[src/rtl/mccoy_pkg.sv]
// ---------------------------------------------------------------------------
// mccoy_pkg
// Shared definitions for the McCoy program buffer: controller state encoding,
// instruction width and the filler word driven when no valid program word
// is addressed.
// ---------------------------------------------------------------------------
package mccoy_pkg;

    // Controller states. Encodings are fixed so they read the same in waves
    // and in any software model of the buffer.
    typedef enum logic [1:0] {
        ST_IDLE = 2'd0,   // no program held
        ST_LOAD = 2'd1,   // 1..DEPTH words held, core in reset
        ST_RUN  = 2'd2    // core released, executing buffered program
    } state_t;

    localparam int                   INSTR_W        = 6;
    localparam logic [INSTR_W-1:0]   FILL_INSTR_DEF = 6'h00;

endpackage : mccoy_pkg

[src/rtl/mccoy_prog_mem.sv]
// ---------------------------------------------------------------------------
// mccoy_prog_mem
// DEPTH x IW program store. Synchronous write, asynchronous read so the
// single-cycle core gets its instruction in the same cycle its PC changes.
//
// Ports
//   clk    in   1    write clock
//   we     in   1    write enable
//   waddr  in   AW   write address
//   wdata  in   IW   write data
//   raddr  in   AW   read address
//   rdata  out  IW   read data (combinational)
// ---------------------------------------------------------------------------
module mccoy_prog_mem #(
    parameter int DEPTH = 16,
    parameter int AW    = 4,
    parameter int IW    = 6
) (
    input  logic          clk,
    input  logic          we,
    input  logic [AW-1:0] waddr,
    input  logic [IW-1:0] wdata,
    input  logic [AW-1:0] raddr,
    output logic [IW-1:0] rdata
);

    logic [IW-1:0] mem [DEPTH];

    // NOTE: storage has no reset; the owner's word count gates visibility,
    // so stale contents can never reach the core and the array stays a plain
    // register file without a reset fan-out.
    always_ff @(posedge clk) begin
        if (we) begin
            mem[waddr] <= wdata;
        end
    end

    assign rdata = mem[raddr];

endmodule : mccoy_prog_mem

[src/rtl/mccoy_prog_buffer.sv]
// ---------------------------------------------------------------------------
// mccoy_prog_buffer
// Instruction source for the McCoy core. Captures a short program from the
// load pins, then replays it indexed by the core's PC. Holds the core in
// reset until a program is present and a run request arrives.
//
// Ports
//   clk         in   1      single clock
//   reset       in   1      synchronous, active-low
//   load_valid  in   1      load_data carries a program word
//   load_data   in   IW     program word
//   load_ready  out  1      buffer accepts a word this cycle
//   run         in   1      release core and execute program
//   stop        in   1      halt core, keep program
//   clear       in   1      discard program
//   pc          in   8      core program counter
//   instr       out  IW     instruction to core (combinational from pc)
//   pc_oob      out  1      pc >= count
//   core_rst    out  1      active-high core reset, registered
//   count       out  AW+1   words loaded, 0..DEPTH
// ---------------------------------------------------------------------------
module mccoy_prog_buffer
    import mccoy_pkg::*;
#(
    parameter int              DEPTH      = 16,
    parameter int              AW         = 4,
    parameter int              IW         = INSTR_W,
    parameter logic [IW-1:0]   FILL_INSTR = FILL_INSTR_DEF
) (
    input  logic          clk,
    input  logic          reset,
    input  logic          load_valid,
    input  logic [IW-1:0] load_data,
    output logic          load_ready,
    input  logic          run,
    input  logic          stop,
    input  logic          clear,
    input  logic [7:0]    pc,
    output logic [IW-1:0] instr,
    output logic          pc_oob,
    output logic          core_rst,
    output logic [AW:0]   count
);

    localparam logic [AW:0] FULL = (AW+1)'(DEPTH);

    state_t        state;
    state_t        next_state;
    logic [AW:0]   next_count;
    logic          do_write;
    logic          wr_acc;
    logic [IW-1:0] mem_rdata;

    assign load_ready = (state != ST_RUN) && (count != FULL);
    assign wr_acc     = load_valid && load_ready;

    // Next-state / count logic. clear has priority over run and over a
    // same-cycle write; stop has priority over run while running.
    always_comb begin
        // NOTE: every output of this block gets a default first so no path
        // leaves one unassigned and no latch is inferred.
        next_state = state;
        next_count = count;
        do_write   = 1'b0;
        case (state)
            ST_IDLE: begin
                if (!clear && wr_acc) begin
                    do_write   = 1'b1;
                    next_count = count + 1'b1;
                    // A run that coincides with the first word launches the
                    // one-word program directly.
                    next_state = run ? ST_RUN : ST_LOAD;
                end
            end
            ST_LOAD: begin
                if (clear) begin
                    next_state = ST_IDLE;
                    next_count = '0;
                end else begin
                    if (wr_acc) begin
                        do_write   = 1'b1;
                        next_count = count + 1'b1;
                    end
                    // count is non-zero in LOAD, so run is always honoured.
                    if (run) begin
                        next_state = ST_RUN;
                    end
                end
            end
            ST_RUN: begin
                if (stop) begin
                    next_state = ST_LOAD;
                end
            end
            default: begin
                next_state = ST_IDLE;
            end
        endcase
    end

    // NOTE: all state registers use non-blocking assignments so every flop
    // samples the pre-edge values regardless of statement order.
    always_ff @(posedge clk) begin
        if (!reset) begin
            state    <= ST_IDLE;
            count    <= '0;
            core_rst <= 1'b1;
        end else begin
            state    <= next_state;
            count    <= next_count;
            // Registered from next_state so the core leaves reset on the very
            // first RUN cycle and re-enters it on the first cycle after.
            core_rst <= (next_state != ST_RUN);
        end
    end

    mccoy_prog_mem #(
        .DEPTH (DEPTH),
        .AW    (AW),
        .IW    (IW)
    ) u_mem (
        .clk   (clk),
        .we    (do_write && reset),
        .waddr (count[AW-1:0]),
        .wdata (load_data),
        .raddr (pc[AW-1:0]),
        .rdata (mem_rdata)
    );

    // Full-width compare: pc values beyond DEPTH must not alias onto low
    // words through the truncated read address.
    assign pc_oob = (pc >= 8'(count));
    assign instr  = pc_oob ? FILL_INSTR : mem_rdata;

endmodule : mccoy_prog_buffer

[config.mk]
export PLATFORM = sky130hd
export DESIGN_NAME = mccoy_prog_buffer
export DESIGN_NICKNAME = d
export VERILOG_FILES = /design/src/rtl/mccoy_pkg.sv /design/src/rtl/mccoy_prog_mem.sv /design/src/rtl/mccoy_prog_buffer.sv
export SDC_FILE = /design/constraint.sdc
export NUM_CORES = 1
export LEC_CHECK = 0
export ABC_AREA = 0
export CORE_MARGIN = 4
export CORE_UTILIZATION = 65
export DETAILED_ROUTE_END_ITERATION = 7
export DONT_BUFFER_PORTS = 1
export PLACE_DENSITY_LB_ADDON = 0.25
export RECOVER_POWER = 25
export SYNTH_ARGS = -nofsm -noshare
export SYNTH_HDL_FRONTEND = slang
export SYNTH_SLANG_ARGS = --single-unit
[constraint.sdc]
create_clock -name clk -period 3.4 [get_ports clk]
set_input_delay 0.34 -clock clk [delete_from_list [all_inputs] [get_ports clk]]
set_output_delay 0.34 -clock clk [all_outputs]
set_load 0.02 [all_outputs]
==> run_results.csv <==
group,metric,value,unit
run_status,status,"finished, final reports clean",
worst_setup_path,crit_family,"compound AO/OA/AOI/OAI gates",
global_routing,antenna_found_initial,0,
floorplan,ioPinCount,34,
global_routing,grtUsageTotal,22.9,%
floorplan,rows,29,
global_routing,overflow,0,
yosys,synth_xor_area_share,0,%
sta,tightest_slew,0.850,ns
drt,first_pass_iters,4,
yosys,synth_seq_cells,104,
yosys,synth_fp_nets,272,
yosys,synth_area,4310,µm²
floorplan,start_util,67.5,%
yosys,synth_mux_area_share,12.5,%
cells_and_area,multi_input_area,1190,µm²
clock_network,post_cts_resized,0,
clock_network,cts_tree,"yes",
placement,dp_hpwl,5.42,mm
floorplan,die_y,89.5,µm
yosys,postSynthCellCount,243,
clock_network,numClockSinks,104,
sta,setup_viol_count_final,0,
sta,max_slew_margin,42.9,%
min_path,hold_path.class,"primary input to flip-flop",
sta,fmaxAchievable,330,MHz
sta,timing.setup.tns,0,ns
cells_and_area,synthToLayoutAreaGrowth,6.93,%
floorplan,die_x,89.5,µm
global_routing,grt_max_degree,26,
placement,gp_congestion,0.920,
pwr,p_per_area,480,nW/µm²
cells_and_area,drive_above_1_share,20.6,%
worst_setup_path,cp.arrival,2.69,ns
yosys,synthTopCellsByArea,"edfxtp_1 (67%), mux4_2 (13%), dfxtp_1 (3.7%), ha_1 (2.6%), a22oi_1 (2.1%)",
placement,dpl-instance-area,4430,µm²
pwr,combPwrFrac,4.3,%
pwr,power_frac_seq,63.5,%
worst_setup_path,critPathLaunchType,"flip-flop",
cells_and_area,fillers,380,
clock_network,clk_latency,0.35,ns
cells_and_area,num_antenna_cells,0,
clock_network,clockBufferDepth,2,
worst_setup_path,path_cells,"inv_1, ha_1, or4_1, a21oi_1, o21ai_1, a21oi_1",
sta,finalHoldViolations,0,
worst_setup_path,worst-path-buf-inv,1,
worst_setup_path,path_common_cell,"a21oi_1",
drt,num_vias,2189,
pwr,p_sw_share,19.5,%
yosys,yosysUniqueCellTypes,37,
worst_setup_path,slowest_delay,0.63,ns
pwr,clockPowerShare,32.2,%
sta,skew,0.00872,ns
worst_setup_path,required,3.06,ns
yosys,synth-simple-area-share,6.18,%
clock_network,htreeDepth,3,
placement,portBuffers,0,
drt,wirelength,7.96,mm
yosys,synth_compound_area_share,6.24,%
worst_setup_path,endpoint_kind,"primary output",
cells_and_area,fin_nets,281,
cells_and_area,finish.instance_area,4610,µm²
worst_setup_path,reg2reg_slack,0.72,ns
worst_setup_path,crit_fanout,7,
clock_network,hold_buffers,0,
floorplan,core,6390,µm²
sta,period_share,89.1,%
clock_network,cts_setup_buffers,0,
floorplan,die_area,8000,µm²
worst_setup_path,critical-path-slowest-cell,"dfxtp_1",
yosys,synth_fa_ha_area_share,2.61,%
pwr,p_int,1.78,mW
sta,maxSlewViolCount,0,
drt,drt_first_iter_violations,152,
yosys,postSynthAreaPerCell,17.7,µm²
yosys,synth_top_family_by_area,"multiplexers",
drt,drcViolationCount,0,
drt,viasPerCell,6.55,
drt,wire_per_inst,23.8,µm
yosys,synth_top_area_share,66.8,%
global_routing,grt_pass1_vias,2306,
clock_network,clk_pin_slew,0.09,ns
pwr,ir_worst_vdd,0.269,mV
job,cap_violations,0,
yosys,synth_seq_area_share,70.6,%
pwr,p_leak,1.43,nW
yosys,yosys_warnings,0,
yosys,synth_top_area_cell,"edfxtp_1",
drt,final_antenna_net_count,0,
worst_setup_path,worstSetupPathType,"flip-flop to primary output",
sta,finalCriticalPeriod,3.03,ns
cells_and_area,final-seq-area,3040,µm²
global_routing,grt_pass1_wl,12.8,mm
clock_network,cts-root-buf,"clkbuf_8",
pwr,power_switching,0.431,mW
clock_network,cts_made_buffers,9,
sta,rsz0062_at_grt,"no",
-- power groups by stage --
stage / Clock [mW] / Combinational (mW) / Sequential (mW)
global placement: 0 / 0.0943 / 1.43
floorplan: 0 / 0.0846 / 1.44
finish: 0.713 / 0.0958 / 1.41
CTS: 0.725 / 0.0957 / 1.41
detailed placement: 0 / 0.0953 / 1.43
global route: 0.786 / 0.104 / 1.41
-- registers in the layout, summed over array words and instances (netlist names) --
signal / flops
state: 2
count: 5
u_mem.mem: 96
core_rst: 1
-- worst paths after layout --
check | from | endpoint | cells after the start
max | count[4]$_SDFFE_PN0P_ | instr[1] | 6
min | load_data[1] | u_mem.mem[0][1]$_DFFE_PP_ | 0
max reg2reg | count[1]$_SDFFE_PN0P_ | u_mem.mem[5][0]$_DFFE_PP_ | 8
min reg2reg | state[1]$_SDFF_PN0_ | count[4]$_SDFFE_PN0P_ | 2
-- Yosys cell counts (all sizes together) --
library cell,n
a211oi,1
a21o,2
a21oi,14
a22oi,12
a311oi,1
a31oi,2
a32o,1
a41oi,1
and2,2
buf,7
clkbuf,4
dfxtp,8
edfxtp,96
ha,9
inv,8
mux4,24
nand2,8
nand2b,2
nand3,5
nand3b,1
nand4,2
nand4b,1
nor2,16
nor2b,3
nor3,4
nor3b,1
nor4,1
o21ai,3
o31ai,1
or4,3
-- through the flow --
stage                     cells  worst slack [ns]  hold slack [ns]  util, %  power [mW]
final                       334             0.370           0.0740     72.2        2.21
after global routing        334             0.183           0.0546     72.2        2.30
after CTS                   334             0.371           0.0551     72.2        2.23
after detailed placement    318             0.770            0.439     69.3        1.53
after global placement      318             0.794            0.438     69.3        1.53
after floorplan             243             0.705            0.432        -        1.52
-- worst reg2reg max path, stage by stage (launching register included) --
cell     delay (ns)
dfxtp_1        0.32
buf_4          0.16
inv_1          0.11
ha_1           0.26
a31oi_2        0.17
buf_4          0.18
nor3b_2        0.35
nand3_1        0.24
nor2_1         0.52
-- layout make-up --
| class | instances | area share (%) |
|---|---|---|
| Inverter | 8 | 0.651 |
| Clock buffer | 9 | 2.69 |
| Multi-Input combinational cell | 120 | 25.8 |
| Tap cell | 77 | 2.09 |
| Clock inverter | 7 | 1.36 |
| Sequential cell | 104 | 66.0 |
| Timing Repair Buffer | 9 | 1.47 |
-- cell usage in the layout, fill, tap and decap left out, types with 2 or more instances in the layout --
| cell | count |
|---|---|
| a21o_1 | 2 |
| a21oi_1 | 14 |
| a22oi_1 | 12 |
| and2_1 | 2 |
| buf_4 | 9 |
| clkbuf_8 | 9 |
| clkinv_1 | 2 |
| clkinv_2 | 2 |
| clkinvlp_4 | 2 |
| dfxtp_1 | 8 |
| edfxtp_1 | 96 |
| ha_1 | 9 |
| inv_1 | 8 |
| mux4_2 | 24 |
| nand2_1 | 8 |
| nand3_1 | 5 |
| nand4_1 | 2 |
| nor2_1 | 15 |
| nor2b_1 | 2 |
| nor3_1 | 4 |
| o21ai_0 | 2 |
| or4_1 | 3 |
-- logic make-up after synthesis --
| kind of cell | after synthesis |
|---|---|
| fa+ha+maj | 9 |
| simple gates | 49 |
| compound gates | 38 |
| flops | 104 |
| buf+inv | 19 |
| mux | 24 |
-- per-layer routing --
layer  wire [µm]  vias up  track usage, %
met3         594        9            4.70
met2        3850       85            35.0
met5           0        -               0
met1        3390     1096            33.3
li1            -      999               -
met4         119        0            8.53
Note: power is estimated with default switching activity, not from simulation.
